File: src/rtl/serial_tx.sv
// ---------------------------------------------------------------------------
// serial_tx -- parallel-in, serial-out frame transmitter.
//
// Accepts a DATA_WIDTH-bit word over a valid/ready handshake and shifts it
// onto an idle-high serial line as: start bit (0), data bits LSB first,
// optional even-parity bit, stop bit (1). Each bit lasts CLKS_PER_BIT clocks.
//
// Optional feature macro: SERIAL_TX_PARITY_EN
//   defined   -> PARITY state compiled in, frame is DATA_WIDTH+3 bits
//   undefined -> no parity logic, frame is DATA_WIDTH+2 bits
//
// Ports:
//   clk_i       rising-edge clock
//   rst_i       asynchronous active-high reset, forces IDLE immediately
//   tx_data_i   word to send, sampled only on the accept edge
//   tx_valid_i  tx_data_i is valid
//   tx_ready_o  block can accept a word (registered)
//   tx_out_o    serial line, idle high (registered)
//   tx_busy_o   frame in progress (registered)
//   tx_done_o   one-cycle pulse in the first IDLE cycle after a frame
// ---------------------------------------------------------------------------
module serial_tx #(
  parameter int DATA_WIDTH   = 8,
  parameter int CLKS_PER_BIT = 4
) (
  input  logic                  clk_i,
  input  logic                  rst_i,
  input  logic [DATA_WIDTH-1:0] tx_data_i,
  input  logic                  tx_valid_i,
  output logic                  tx_ready_o,
  output logic                  tx_out_o,
  output logic                  tx_busy_o,
  output logic                  tx_done_o
);

  localparam int CNT_W = (CLKS_PER_BIT > 1) ? $clog2(CLKS_PER_BIT) : 1;
  localparam int IDX_W = (DATA_WIDTH > 1) ? $clog2(DATA_WIDTH) : 1;
  localparam logic [CNT_W-1:0] CNT_LAST = CNT_W'(CLKS_PER_BIT - 1);
  localparam logic [IDX_W-1:0] IDX_LAST = IDX_W'(DATA_WIDTH - 1);

  typedef enum logic [2:0] {
    ST_IDLE   = 3'd0,
    ST_START  = 3'd1,
    ST_DATA   = 3'd2,
`ifdef SERIAL_TX_PARITY_EN
    ST_PARITY = 3'd3,
`endif
    ST_STOP   = 3'd4
  } state_e;

`ifdef SERIAL_TX_PARITY_EN
  // Even parity: the parity bit makes the total count of ones even.
  function automatic logic even_parity(input logic [DATA_WIDTH-1:0] word);
    return ^word;
  endfunction
`endif

  state_e                 state_q, state_d;
  logic [CNT_W-1:0]       cnt_q, cnt_d;
  logic [IDX_W-1:0]       idx_q, idx_d;
  logic [DATA_WIDTH-1:0]  shift_q, shift_d;
`ifdef SERIAL_TX_PARITY_EN
  logic                   parity_q, parity_d;
`endif
  logic                   tx_out_q, tx_out_d;
  logic                   tx_ready_q, tx_ready_d;
  logic                   tx_busy_q, tx_busy_d;
  logic                   tx_done_q, tx_done_d;
  logic                   bit_end_s;

  assign bit_end_s = (cnt_q == CNT_LAST);

  // Next-state logic: bit timing, bit index and shift register updates.
  always_comb begin
    state_d  = state_q;
    cnt_d    = cnt_q;
    idx_d    = idx_q;
    shift_d  = shift_q;
`ifdef SERIAL_TX_PARITY_EN
    parity_d = parity_q;
`endif
    case (state_q)
      ST_IDLE: begin
        if (tx_valid_i && tx_ready_q) begin
          shift_d  = tx_data_i;
`ifdef SERIAL_TX_PARITY_EN
          parity_d = even_parity(tx_data_i);
`endif
          cnt_d    = {CNT_W{1'b0}};
          idx_d    = {IDX_W{1'b0}};
          state_d  = ST_START;
        end else begin
          state_d  = ST_IDLE;
        end
      end
      ST_START: begin
        if (bit_end_s) begin
          cnt_d   = {CNT_W{1'b0}};
          idx_d   = {IDX_W{1'b0}};
          state_d = ST_DATA;
        end else begin
          cnt_d   = cnt_q + CNT_W'(1);
        end
      end
      ST_DATA: begin
        if (bit_end_s) begin
          cnt_d   = {CNT_W{1'b0}};
          shift_d = shift_q >> 1'b1;
          if (idx_q == IDX_LAST) begin
            idx_d   = {IDX_W{1'b0}};
`ifdef SERIAL_TX_PARITY_EN
            state_d = ST_PARITY;
`else
            state_d = ST_STOP;
`endif
          end else begin
            idx_d   = idx_q + IDX_W'(1);
          end
        end else begin
          cnt_d   = cnt_q + CNT_W'(1);
        end
      end
`ifdef SERIAL_TX_PARITY_EN
      ST_PARITY: begin
        if (bit_end_s) begin
          cnt_d   = {CNT_W{1'b0}};
          state_d = ST_STOP;
        end else begin
          cnt_d   = cnt_q + CNT_W'(1);
        end
      end
`endif
      ST_STOP: begin
        if (bit_end_s) begin
          cnt_d   = {CNT_W{1'b0}};
          state_d = ST_IDLE;
        end else begin
          cnt_d   = cnt_q + CNT_W'(1);
        end
      end
      default: begin
        cnt_d   = {CNT_W{1'b0}};
        idx_d   = {IDX_W{1'b0}};
        state_d = ST_IDLE;
      end
    endcase
  end

  // Output decode from the next state so every output is a plain register.
  always_comb begin
    tx_ready_d = (state_d == ST_IDLE);
    tx_busy_d  = (state_d != ST_IDLE);
    tx_done_d  = (state_q == ST_STOP) && (state_d == ST_IDLE);
    tx_out_d   = 1'b1;
    case (state_d)
      ST_IDLE:   tx_out_d = 1'b1;
      ST_START:  tx_out_d = 1'b0;
      ST_DATA:   tx_out_d = shift_d[0];
`ifdef SERIAL_TX_PARITY_EN
      ST_PARITY: tx_out_d = parity_d;
`endif
      ST_STOP:   tx_out_d = 1'b1;
      default:   tx_out_d = 1'b1;
    endcase
  end

  // State, datapath and output registers; reset abandons any frame in flight.
  always_ff @(posedge clk_i or posedge rst_i) begin
    if (rst_i) begin
      state_q    <= ST_IDLE;
      cnt_q      <= {CNT_W{1'b0}};
      idx_q      <= {IDX_W{1'b0}};
      shift_q    <= {DATA_WIDTH{1'b0}};
`ifdef SERIAL_TX_PARITY_EN
      parity_q   <= 1'b0;
`endif
      tx_out_q   <= 1'b1;
      tx_ready_q <= 1'b1;
      tx_busy_q  <= 1'b0;
      tx_done_q  <= 1'b0;
    end else begin
      state_q    <= state_d;
      cnt_q      <= cnt_d;
      idx_q      <= idx_d;
      shift_q    <= shift_d;
`ifdef SERIAL_TX_PARITY_EN
      parity_q   <= parity_d;
`endif
      tx_out_q   <= tx_out_d;
      tx_ready_q <= tx_ready_d;
      tx_busy_q  <= tx_busy_d;
      tx_done_q  <= tx_done_d;
    end
  end

  assign tx_out_o   = tx_out_q;
  assign tx_ready_o = tx_ready_q;
  assign tx_busy_o  = tx_busy_q;
  assign tx_done_o  = tx_done_q;

endmodule

File: config.mk
export PLATFORM = sky130hd
export DESIGN_NAME = serial_tx
export DESIGN_NICKNAME = d
export VERILOG_FILES = /design/src/rtl/serial_tx.sv
export SDC_FILE = /design/constraint.sdc
export NUM_CORES = 1
export LEC_CHECK = 0
export BUFFER_PORTS_ARGS = -buffer_cell sky130_fd_sc_hd__buf_2
export CAP_MARGIN = 20
export CORE_ASPECT_RATIO = 1.2
export CORE_UTILIZATION = 60
export CTS_BUF_LIST = sky130_fd_sc_hd__clkbuf_4 sky130_fd_sc_hd__clkbuf_8
export DETAILED_ROUTE_END_ITERATION = 8
export PLACE_DENSITY = 0.83
export REMOVE_ABC_BUFFERS = 1
export SYNTH_ARGS = -nofsm -noshare
export SYNTH_HDL_FRONTEND = slang
export SYNTH_SLANG_ARGS = --single-unit
File: constraint.sdc
create_clock -name clk_i -period 2.4 [get_ports clk_i]
set_input_delay 0.24 -clock clk_i [delete_from_list [all_inputs] [get_ports clk_i]]
set_output_delay 0.24 -clock clk_i [all_outputs]
set_load 0.01 [all_outputs]
==> flow_summary.ini <==
[grt]
busiest_layer = met2
overflow = 0
use_met3_pct = 4.27
grt_use_met2_pct = 39.7
gr-usage-all-layers_pct = 22.4
grt_max_degree = 21
antenna_found_initial = 0
grt_use_met1_pct = 25.6
grt_pass1_vias = 729
grt_pass1_wl_mm = 2.84

[critical_path]
cp-start-kind = flip-flop
required_ns = 2.62
critPathCaptureType = flip-flop
reg2reg_depth = 5
reg2reg_slack_ns = 0.70
crit_type = flip-flop to flip-flop
r2r_start = cnt_q[0]
worstPathMaxFanout = 10
cp.arrival_ns = 1.92
worstReg2RegEnd = tx_out_o

[finish]
final_area_sq_um = 1110
multi_input_area_sq_um = 472
drive_above_1_share_pct = 24.3
ff_latch_area_sq_um = 503
final_net_count = 126
area_growth_pct = 8.26
post-route-util_pct = 68.8
fill_cells = 124
antenna_cells = 0

[cts]
postCtsSetupRepairBufs = 0
cts_tree = built
clockRootBuffer = clkbuf_4
cts_hold_buf = 0
clock_sinks = 20
cts_buffers = 3
clk_pin_slew_ns = 0.11
ctsResizeCount = 0
clk_latency_ns = 0.29
clockBufferDepth = 2
htreeDepth = 1

[logic_synthesis]
ys_ff_latch = 20
avgSynthCellArea_sq_um = 10.4
synthArstFlopShare_pct = 100
ys.flop_type = dfrtp_1
synth.most_common_cell = nand2_1
synth_top_area_share_pct = 43.7
synth_edf_count = 0
yosys-top-cells-count = 20 x nand2_1, 18 x dfrtp_1, 9 x a22oi_1
synthTopCellsByArea = dfrtp_1 44%, nand2_1 7.3%, a22oi_1 6.6%
syn_area_sq_um = 1030
yosysSeqAreaShare_pct = 48.8
ys_warn_count = 0
ys_types = 36
synth_cells = 99
synth_top_cell_by_area = dfrtp_1

[detailed_routing]
vias = 732
drtIter0Drc = 15
drt-total-wl_mm = 1.72
drcViolationCount = 0
drtPass1Iterations = 4
drtAntennaViolNets = 0
avgViaCountPerCell = 5.67
wl_per_cell_um = 13.3

[power]
power.switching_uw = 444
ir_worst_vdd_v = 0.000702
p_clk_share_pct = 15.0
pwr_density_cell_nw_per_um2 = 1110
power_frac_seq_pct = 46.4
intPower_uw = 793
pwr-share-comb_pct = 38.6
power_switching_share_pct = 35.9
power.leakage_uw = 0.000552

[worst_hold_path]
min_path_type = input port to asynchronous set/reset pin

[place]
dp_slack_ns = 0.699
port_buffers = 14
hpwl_mm = 1.30
postPlaceCellArea_sq_um = 1080
gp_congestion = 0.736

[floorplanning]
die_h_um = 47.4
die_width_um = 39.8
die_area_sq_um = 1890
coreArea_sq_um = 1620
start_util_pct = 63.5
io_pins = 15
placementRows = 16

[sta]
tightest_slew_ns = 0.749
slew_headroom_pct = 50.0
tns_ns = 0
final_hold_viol_count = 0
finalSetupViolCount = 0
max_freq_ghz = 0.587
holdWs_ns = 0.0613
min_period_ns = 1.70
rsz0062_at_grt = false
fin_skew_ns = 0.00363
final.setup.worst_slack_ns = 0.696
slew_viol_final = 0
fin_crit_sh_pct = 71.0

[job]
cap_violations = 0

[status]
outcome = completed
[through the flow]
step | std cells | total power, uW
after global placement | 125 | 1040
after global routing | 129 | 1350
after CTS | 129 | 1250
after floorplan | 93 | 938
after detailed placement | 125 | 1060
final | 129 | 1240
[layer usage]
layer / share of wire, % / vias to the layer above
li1: - / 370
met2: 52 / 10
met4: 1.7 / 0
met1: 44 / 348
met5: 0 / -
met3: 2.2 / 4
[worst max-delay path, cell delays in order, from the launching register on]
cell and delay [ns]:
dfrtp_1 0.42, ha_1 0.32, and4bb_1 0.35, a21oi_4 0.25, nand2_1 0.11, a31oi_1 0.17
[logic make-up (layout without fill, tap and decap cells)]
logic type,Yosys count,after routing,synth area share [%]
buf+inv,9,21,5.35
flops,20,20,48.8
simple gates,43,43,22.8
compound gates,20,20,14.8
mux,4,4,4.50
fa+ha+maj,3,3,3.65
[registers in the layout (all words and copies together) (netlist names)]
name        cells
cnt_q           2
idx_q           3
shift_q         8
state_q         3
tx_busy_o       1
tx_done_o       1
tx_out_o        1
tx_ready_o      1
[layout by cell type (no fill, tap or decap), types with 2 or more instances in the layout]
master / count
dfstp_2: 2
ha_1: 3
and2_1: 2
o21ai_0: 2
nor2b_1: 4
nor2_1: 5
nor2b_4: 2
dfrtp_1: 18
clkbuf_4: 3
mux2i_1: 2
buf_2: 14
inv_1: 3
nand2_1: 20
o31a_1: 2
a22oi_1: 9
[power by group through the flow]
stage                     clock network [uW]  logic [uW]  registers (uW)
after floorplan                            0         365             573
after global placement                     0         462             576
after detailed placement                   0         483             581
after CTS                                195         485             574
after global routing                     211         538             596
final                                    185         478             574
[final cells by class]
class | count | share of cell area, %
Tap cell | 18 | 2.02
Inverter | 3 | 1.01
Multi-Input combinational cell | 70 | 42.3
Sequential cell | 20 | 45.1
Timing Repair Buffer | 14 | 6.29
Clock buffer | 4 | 3.25
[how the worst max path moves through the flow]
stage / from / end / cells past startpoint
2_1_floorplan: idx_q[0] / tx_busy_o / 5
3_3_place_gp: cnt_q[0] / tx_out_o / 5
3_5_place_dp: cnt_q[0] / tx_out_o / 5
4_1_cts: cnt_q[0] / tx_out_o / 5
5_1_grt: cnt_q[0] / tx_out_o / 5
6_report: cnt_q[0] / tx_out_o / 5
(Power assumes the default switching activity.)
